[config.mk]
export PLATFORM = sky130hd
export DESIGN_NAME = instr_trace_tx
export DESIGN_NICKNAME = d
export VERILOG_FILES = /design/src/rtl/trace_pkg.sv /design/src/rtl/trace_fifo.sv /design/src/rtl/instr_trace_tx.sv
export SDC_FILE = /design/constraint.sdc
export NUM_CORES = 1
export LEC_CHECK = 0
export BUFFER_PORTS_ARGS = -buffer_cell sky130_fd_sc_hd__buf_2
export CAP_MARGIN = 30
export CELL_PAD_IN_SITES_DETAIL_PLACEMENT = 1
export CELL_PAD_IN_SITES_GLOBAL_PLACEMENT = 1
export CORE_MARGIN = 4
export CORE_UTILIZATION = 50
export CTS_BUF_LIST = sky130_fd_sc_hd__clkbuf_16
export CTS_CLUSTER_DIAMETER = 50
export DETAILED_ROUTE_END_ITERATION = 7
export HOLD_SLACK_MARGIN = 0.15
export PLACE_DENSITY_LB_ADDON = 0.15
export SYNTH_ARGS = -nofsm -noshare
export SYNTH_HDL_FRONTEND = slang
export SYNTH_SLANG_ARGS = --single-unit
[constraint.sdc]
create_clock -name clk -period 12.69 [get_ports clk]
set_input_delay 3.807 -clock clk [delete_from_list [all_inputs] [get_ports clk]]
set_output_delay 3.807 -clock clk [all_outputs]
set_load 0.1 [all_outputs]
[src/rtl/trace_pkg.sv]
// Shared types and default constants for the instruction trace transmitter.
// Latency: n/a (declarations only).
// Backpressure: n/a (declarations only).
package trace_pkg;

    // One trace record: fetch PC, fetched instruction, cycle stamp (80 bits)
    typedef struct packed {
        logic [31:0] pc;
        logic [31:0] instr;
        logic [15:0] cycle;
    } trace_rec_t;

    localparam int REC_W = $bits(trace_rec_t);

    typedef enum logic [1:0] {
        ST_RUN   = 2'd0,
        ST_DRAIN = 2'd1,
        ST_DONE  = 2'd2
    } trace_state_t;

    localparam int          DEF_FIFO_DEPTH       = 8;
    localparam logic [31:0] DEF_TRACE_ADDR_LIMIT = 32'h60;
    localparam logic [31:0] DEF_DONE_ADDR        = 32'h300;
    localparam logic [15:0] DEF_TIMEOUT_CYCLES   = 16'd200;

endpackage

[src/rtl/trace_fifo.sv]
// Generic synchronous FIFO holding trace records.
// Latency: a pushed entry is visible on pop_dat the cycle after the push edge.
// Backpressure: push is refused when full unless a pop happens the same cycle.
// Ports: clk/rst_n; push/push_dat write side; pop/pop_dat read side
//        (pop_dat is the head, forced to 0 while empty); full/empty status.
module trace_fifo #(
    parameter int DEPTH = 8,
    parameter int W     = 80
) (
    input  logic         clk,
    input  logic         rst_n,
    input  logic         push,
    input  logic [W-1:0] push_dat,
    input  logic         pop,
    output logic [W-1:0] pop_dat,
    output logic         full,
    output logic         empty
);

    localparam int AW = $clog2(DEPTH);

    logic [W-1:0] mem [DEPTH];
    // Pointers carry one extra wrap bit to tell full from empty
    logic [AW:0]  wr_ptr;
    logic [AW:0]  rd_ptr;
    logic         do_push;
    logic         do_pop;

    assign empty   = (wr_ptr == rd_ptr);
    assign full    = (wr_ptr[AW] != rd_ptr[AW]) && (wr_ptr[AW-1:0] == rd_ptr[AW-1:0]);
    assign do_pop  = pop && !empty;
    // A pop frees the slot on the same edge, so a push into a full FIFO proceeds
    assign do_push = push && (!full || do_pop);

    always_ff @(posedge clk or negedge rst_n) begin
        if (!rst_n) begin
            wr_ptr <= '0;
            rd_ptr <= '0;
        end else begin
            if (do_push) wr_ptr <= wr_ptr + {{AW{1'b0}}, 1'b1};
            if (do_pop)  rd_ptr <= rd_ptr + {{AW{1'b0}}, 1'b1};
        end
    end

    always_ff @(posedge clk) begin
        if (do_push) mem[wr_ptr[AW-1:0]] <= push_dat;
    end

    // Head is zeroed while empty so the outputs read 0 after reset
    assign pop_dat = empty ? '0 : mem[rd_ptr[AW-1:0]];

endmodule

[src/rtl/instr_trace_tx.sv]
// Snoops CPU fetches, records new in-range PCs and streams them out until the run ends.
// Latency: a record is presented on trace_* the cycle after its capture edge.
// Backpressure: valid/ready; records hold while not ready, captures into a full buffer are dropped and counted.
// Ports: clk/rst_n; i_mem_*/d_mem_* snooped CPU buses; trace_valid/trace_ready with
//        trace_pc/trace_instr/trace_cycle record; drop_count, done, timed_out status.
module instr_trace_tx
    import trace_pkg::*;
#(
    parameter int          FIFO_DEPTH       = DEF_FIFO_DEPTH,
    parameter logic [31:0] TRACE_ADDR_LIMIT = DEF_TRACE_ADDR_LIMIT,
    parameter logic [31:0] DONE_ADDR        = DEF_DONE_ADDR,
    parameter logic [15:0] TIMEOUT_CYCLES   = DEF_TIMEOUT_CYCLES
) (
    input  logic        clk,
    input  logic        rst_n,
    input  logic [31:0] i_mem_addr,
    input  logic [31:0] i_mem_rdata,
    input  logic [31:0] d_mem_addr,
    input  logic [31:0] d_mem_wdata,
    input  logic [3:0]  d_mem_wen,
    output logic        trace_valid,
    input  logic        trace_ready,
    output logic [31:0] trace_pc,
    output logic [31:0] trace_instr,
    output logic [15:0] trace_cycle,
    output logic [7:0]  drop_count,
    output logic        done,
    output logic        timed_out
);

    trace_state_t state;
    trace_state_t state_nxt;
    logic [15:0]  cycle_cnt;
    logic [31:0]  last_pc;
    logic         in_run;
    logic         capture;
    logic         end_marker;
    logic         timeout_hit;
    logic         fifo_full;
    logic         fifo_empty;
    logic         fifo_pop;
    trace_rec_t   cap_rec;
    trace_rec_t   head_rec;

    assign end_marker  = (d_mem_wen == 4'b1111) && (d_mem_addr == DONE_ADDR) &&
                         (d_mem_wdata == 32'h1);
    assign timeout_hit = (cycle_cnt == TIMEOUT_CYCLES);
    // A stalled fetch (same PC) is recorded once; capture uses the pre-edge state
    // so the fetch on the RUN->DRAIN edge is still recorded
    assign capture     = in_run && (i_mem_addr != last_pc) && (i_mem_addr < TRACE_ADDR_LIMIT);
    assign fifo_pop    = trace_valid && trace_ready;

    assign cap_rec.pc    = i_mem_addr;
    assign cap_rec.instr = i_mem_rdata;
    assign cap_rec.cycle = cycle_cnt;

    // State register
    always_ff @(posedge clk or negedge rst_n) begin
        if (!rst_n) state <= ST_RUN;
        else        state <= state_nxt;
    end

    // Next-state logic
    always_comb begin
        state_nxt = state;
        case (state)
            ST_RUN:   if (end_marker || timeout_hit) state_nxt = ST_DRAIN;
            ST_DRAIN: if (fifo_empty)                state_nxt = ST_DONE;
            ST_DONE:  state_nxt = ST_DONE;
            default:  state_nxt = ST_RUN;
        endcase
    end

    // State-decoded outputs
    always_comb begin
        in_run = (state == ST_RUN);
        done   = (state == ST_DONE);
    end

    always_ff @(posedge clk or negedge rst_n) begin
        if (!rst_n) begin
            cycle_cnt  <= 16'd0;
            last_pc    <= 32'hFFFF_FFFF;
            drop_count <= 8'd0;
            timed_out  <= 1'b0;
        end else begin
            if (in_run) cycle_cnt <= cycle_cnt + 16'd1;
            if (capture) last_pc <= i_mem_addr;
            if (capture && fifo_full && !fifo_pop && (drop_count != 8'hFF))
                drop_count <= drop_count + 8'd1;
            // End marker beats a coincident timeout
            if (in_run && (end_marker || timeout_hit))
                timed_out <= !end_marker;
        end
    end

    trace_fifo #(
        .DEPTH (FIFO_DEPTH),
        .W     (REC_W)
    ) u_fifo (
        .clk      (clk),
        .rst_n    (rst_n),
        .push     (capture),
        .push_dat (cap_rec),
        .pop      (fifo_pop),
        .pop_dat  (head_rec),
        .full     (fifo_full),
        .empty    (fifo_empty)
    );

    assign trace_valid = !fifo_empty;
    assign trace_pc    = head_rec.pc;
    assign trace_instr = head_rec.instr;
    assign trace_cycle = head_rec.cycle;

endmodule
==> run metrics <==
Core Area 0.0542 mm²; cts hold-fix bufs 0; Hold WS 0.496 ns; final setup vio count 0; Gate Count Post-Synth 1328; Max-Cap Viols 0; CP Max Fanout 52; Hold/Removal Path Class reg -> reg; Clk Latency, worst-skew pair 0.61 ns; Die Wd 243 µm; antenna viol nets, final 0; Placed Instance Area 0.0297 mm²; Max Slew Vio Count 0; Power Internal 3.79 mW; post-layout util 59.3%; Final Cycle Share 61.4%; Slew headroom 26.8%; top cell type's share of synthesized area 69.6%; CTS Sinks 707; Vias/cell 5.79; Synth Area in Compound Gates 0.199%; Data arrival, critical path 3.98 ns; Clk pwr share 45.0%; post-synthesis register bit count 707; PD cells 147 mW/mm²; filler cell count 4643; Synth Area in Simple Gates 4.09%; Synth warnings 0; post-detail-place hpwl 35300 µm; maximum vdd drop 0.0000922 V; skew final 0.0268 ns; Worst Path Class, Setup reg -> out; largest area contributor in the netlist edfxtp_1; htree depth 3; initial core utilization 50.9%; final wirelength 62000 µm; non-filler cells, final 2359; IO Count 226; Net Sw Power 925 µW; clk slew on worst S/H paths 0.06 ns; die area 0.0591 mm²; hold_sp u_fifo.rd_ptr[3]; largest family of logic cells by synthesized area multiplexers; Comb power frac 1.3%; Initial DRC Count 939; Worst EP required 8.88 ns; setup TNS 0 ns; post-CTS sizing 0; XOR/XNOR Fraction of Synth Area 2.03%; Sw Share 19.6%; port bufs 225; GR Util All Layers 21.4%; Layout area overhead 16.4%; Die Ht 243 µm; total power 4.72 mW; cts bufs inserted 77; Finished Cell Area 0.0321 mm²; Avg Cell Area, Syn 20.8 µm²; CTS tree yes; adder and majority gate portion of the synthesized area 0.362%; PnR worst setup slack 4.90 ns; Final Hold Fails 0; ys flop type edfxtp_1; DRC 0; layout cell share with drive strength beyond 1 35.3%; status complete, no violations; power share of the sequential group 53.7%; reg-to-reg startpoint state[0]; Setup Buffers After CTS 0; asr flop ratio synth 9.48%; dpl cells 2213; vias in the first global route 15100; Slew @ Worst Pin 1.10 ns; LEAKAGE 10.9 nW; Post-Syn Area 0.0276 mm²; clock root buffer clkbuf_16; sequential share of the synthesized area 75.8%; TritonRoute pass-1 iters 5; FMAX 0.128 GHz; nets 1740; Placement Setup Slack 5.42 ns; mux cell area share after synthesis 16.4%; Worst setup EP type output port; initial antenna violation count 2; final RePlAce weighted congestion 0.765; Post-synth EDFFs 640; min Tclk post-route 7.79 ns; synth top area cells edfxtp_1, mux4_2, dfrtp_1, dfstp_2, mux2i_1; DR WL/cell 26.3 µm; largest net degree at the start of global routing 124; most common cell in the netlist edfxtp_1; total number of vias 13700; Syn Nets 1471; Critical Path Source u_fifo.rd_ptr[2]; first-pass GRT wire length 95400 µm; Setup crit start kind flip-flop; deepest clock path buffer count 3; unrepaired setup endpoints after global routing false; Cell variety after synth 40; grt total ovfl 0; FP Rows 85; Post-synth top cells edfxtp_1, mux4_2, nor2_1
## routing by layer
metal	share of wire [%]	wire length [µm]	vias to the layer above	track usage [%]
li1	-	-	5915	-
met1	43	26400	7361	29.2
met2	51	31800	334	36.4
met3	4.8	2980	60	3.80
met4	1.3	820	0	4.99
met5	0	0	-	0
## final cells by class
| cell class | instances | area, µm² | area share, % |
|---|---|---|---|
| flip-flops and latches | 707 | 20900 | 65.2 |
| inverters | 11 | 41.3 | 0.128 |
| clock inverters | 61 | 412 | 1.28 |
| diodes | 3 | 7.51 | 0.0234 |
| well taps | 696 | 871 | 2.71 |
| multi-input cells | 547 | 6430 | 20.0 |
| repair buffers | 253 | 1410 | 4.38 |
| clock buffers | 81 | 2030 | 6.31 |
## cell families (layout without fill, tap and decap cells)
| family | count (synthesis) | in the layout |
|---|---|---|
| AOI/OAI and AO/OA | 8 | 8 |
| xor gates and xnor gates | 64 | 64 |
| adders and majority gates | 8 | 8 |
| buffers and inverters | 74 | 406 |
| DFF | 707 | 707 |
| muxes | 251 | 251 |
| other | 0 | 3 |
| and+or+nand+nor | 216 | 216 |
## power by group through the flow
stage / clock [mW] / sequential (mW) / combinational (mW)
finish: 2.12 / 2.53 / 0.0607
global route: 2.29 / 2.53 / 0.0677
CTS: 2.18 / 2.53 / 0.0604
detailed placement: 0 / 2.58 / 0.0603
global placement: 0 / 2.58 / 0.0569
floorplan: 0 / 2.58 / 0.00655
## worst max-delay path: stages, from the launching register on
cell and delay [ns]:
dfrtp_4 1.03, xor2_1 0.18, nor3_1 0.30, and2_4 0.54, buf_4 0.69, inv_1 0.23, buf_2 0.37
## worst paths after layout
kind / endpoint / slack, ns / cells past startpoint
setup / recovery: trace_valid / 4.90 / 6
hold / removal: u_fifo.rd_ptr[3] / 0.50 / 1
setup reg to reg: u_fifo.mem[1][33] / 8.35 / 9
hold reg to reg: u_fifo.rd_ptr[3] / 0.50 / 1
max in group asynchronous: last_pc[7] / 9.03 / 3
min in group asynchronous: drop_count[5] / 3.09 / 2
## layout by cell type (no fill, tap or decap), drive strengths merged, types with 26 or more instances in the layout
cell type  synthesis  final
and2              27     27
mux4             160    160
nor4              26     26
dfrtp             35     35
buf               33    253
mux2i             80     80
xnor2             54     54
nor2              89     89
edfxtp           640    640
dfstp             32     32
inv               11     30
clkbuf            30     81
clkinv             0     34
## state kept, by name, summed over array words and instances, names as in the netlist
register and count:
state 2, u_fifo.mem 640, timed_out 1, cycle_cnt 16, u_fifo.wr_ptr 4, u_fifo.rd_ptr 4, last_pc 32, drop_count 8
Note: power is estimated with default switching activity, not from simulation.
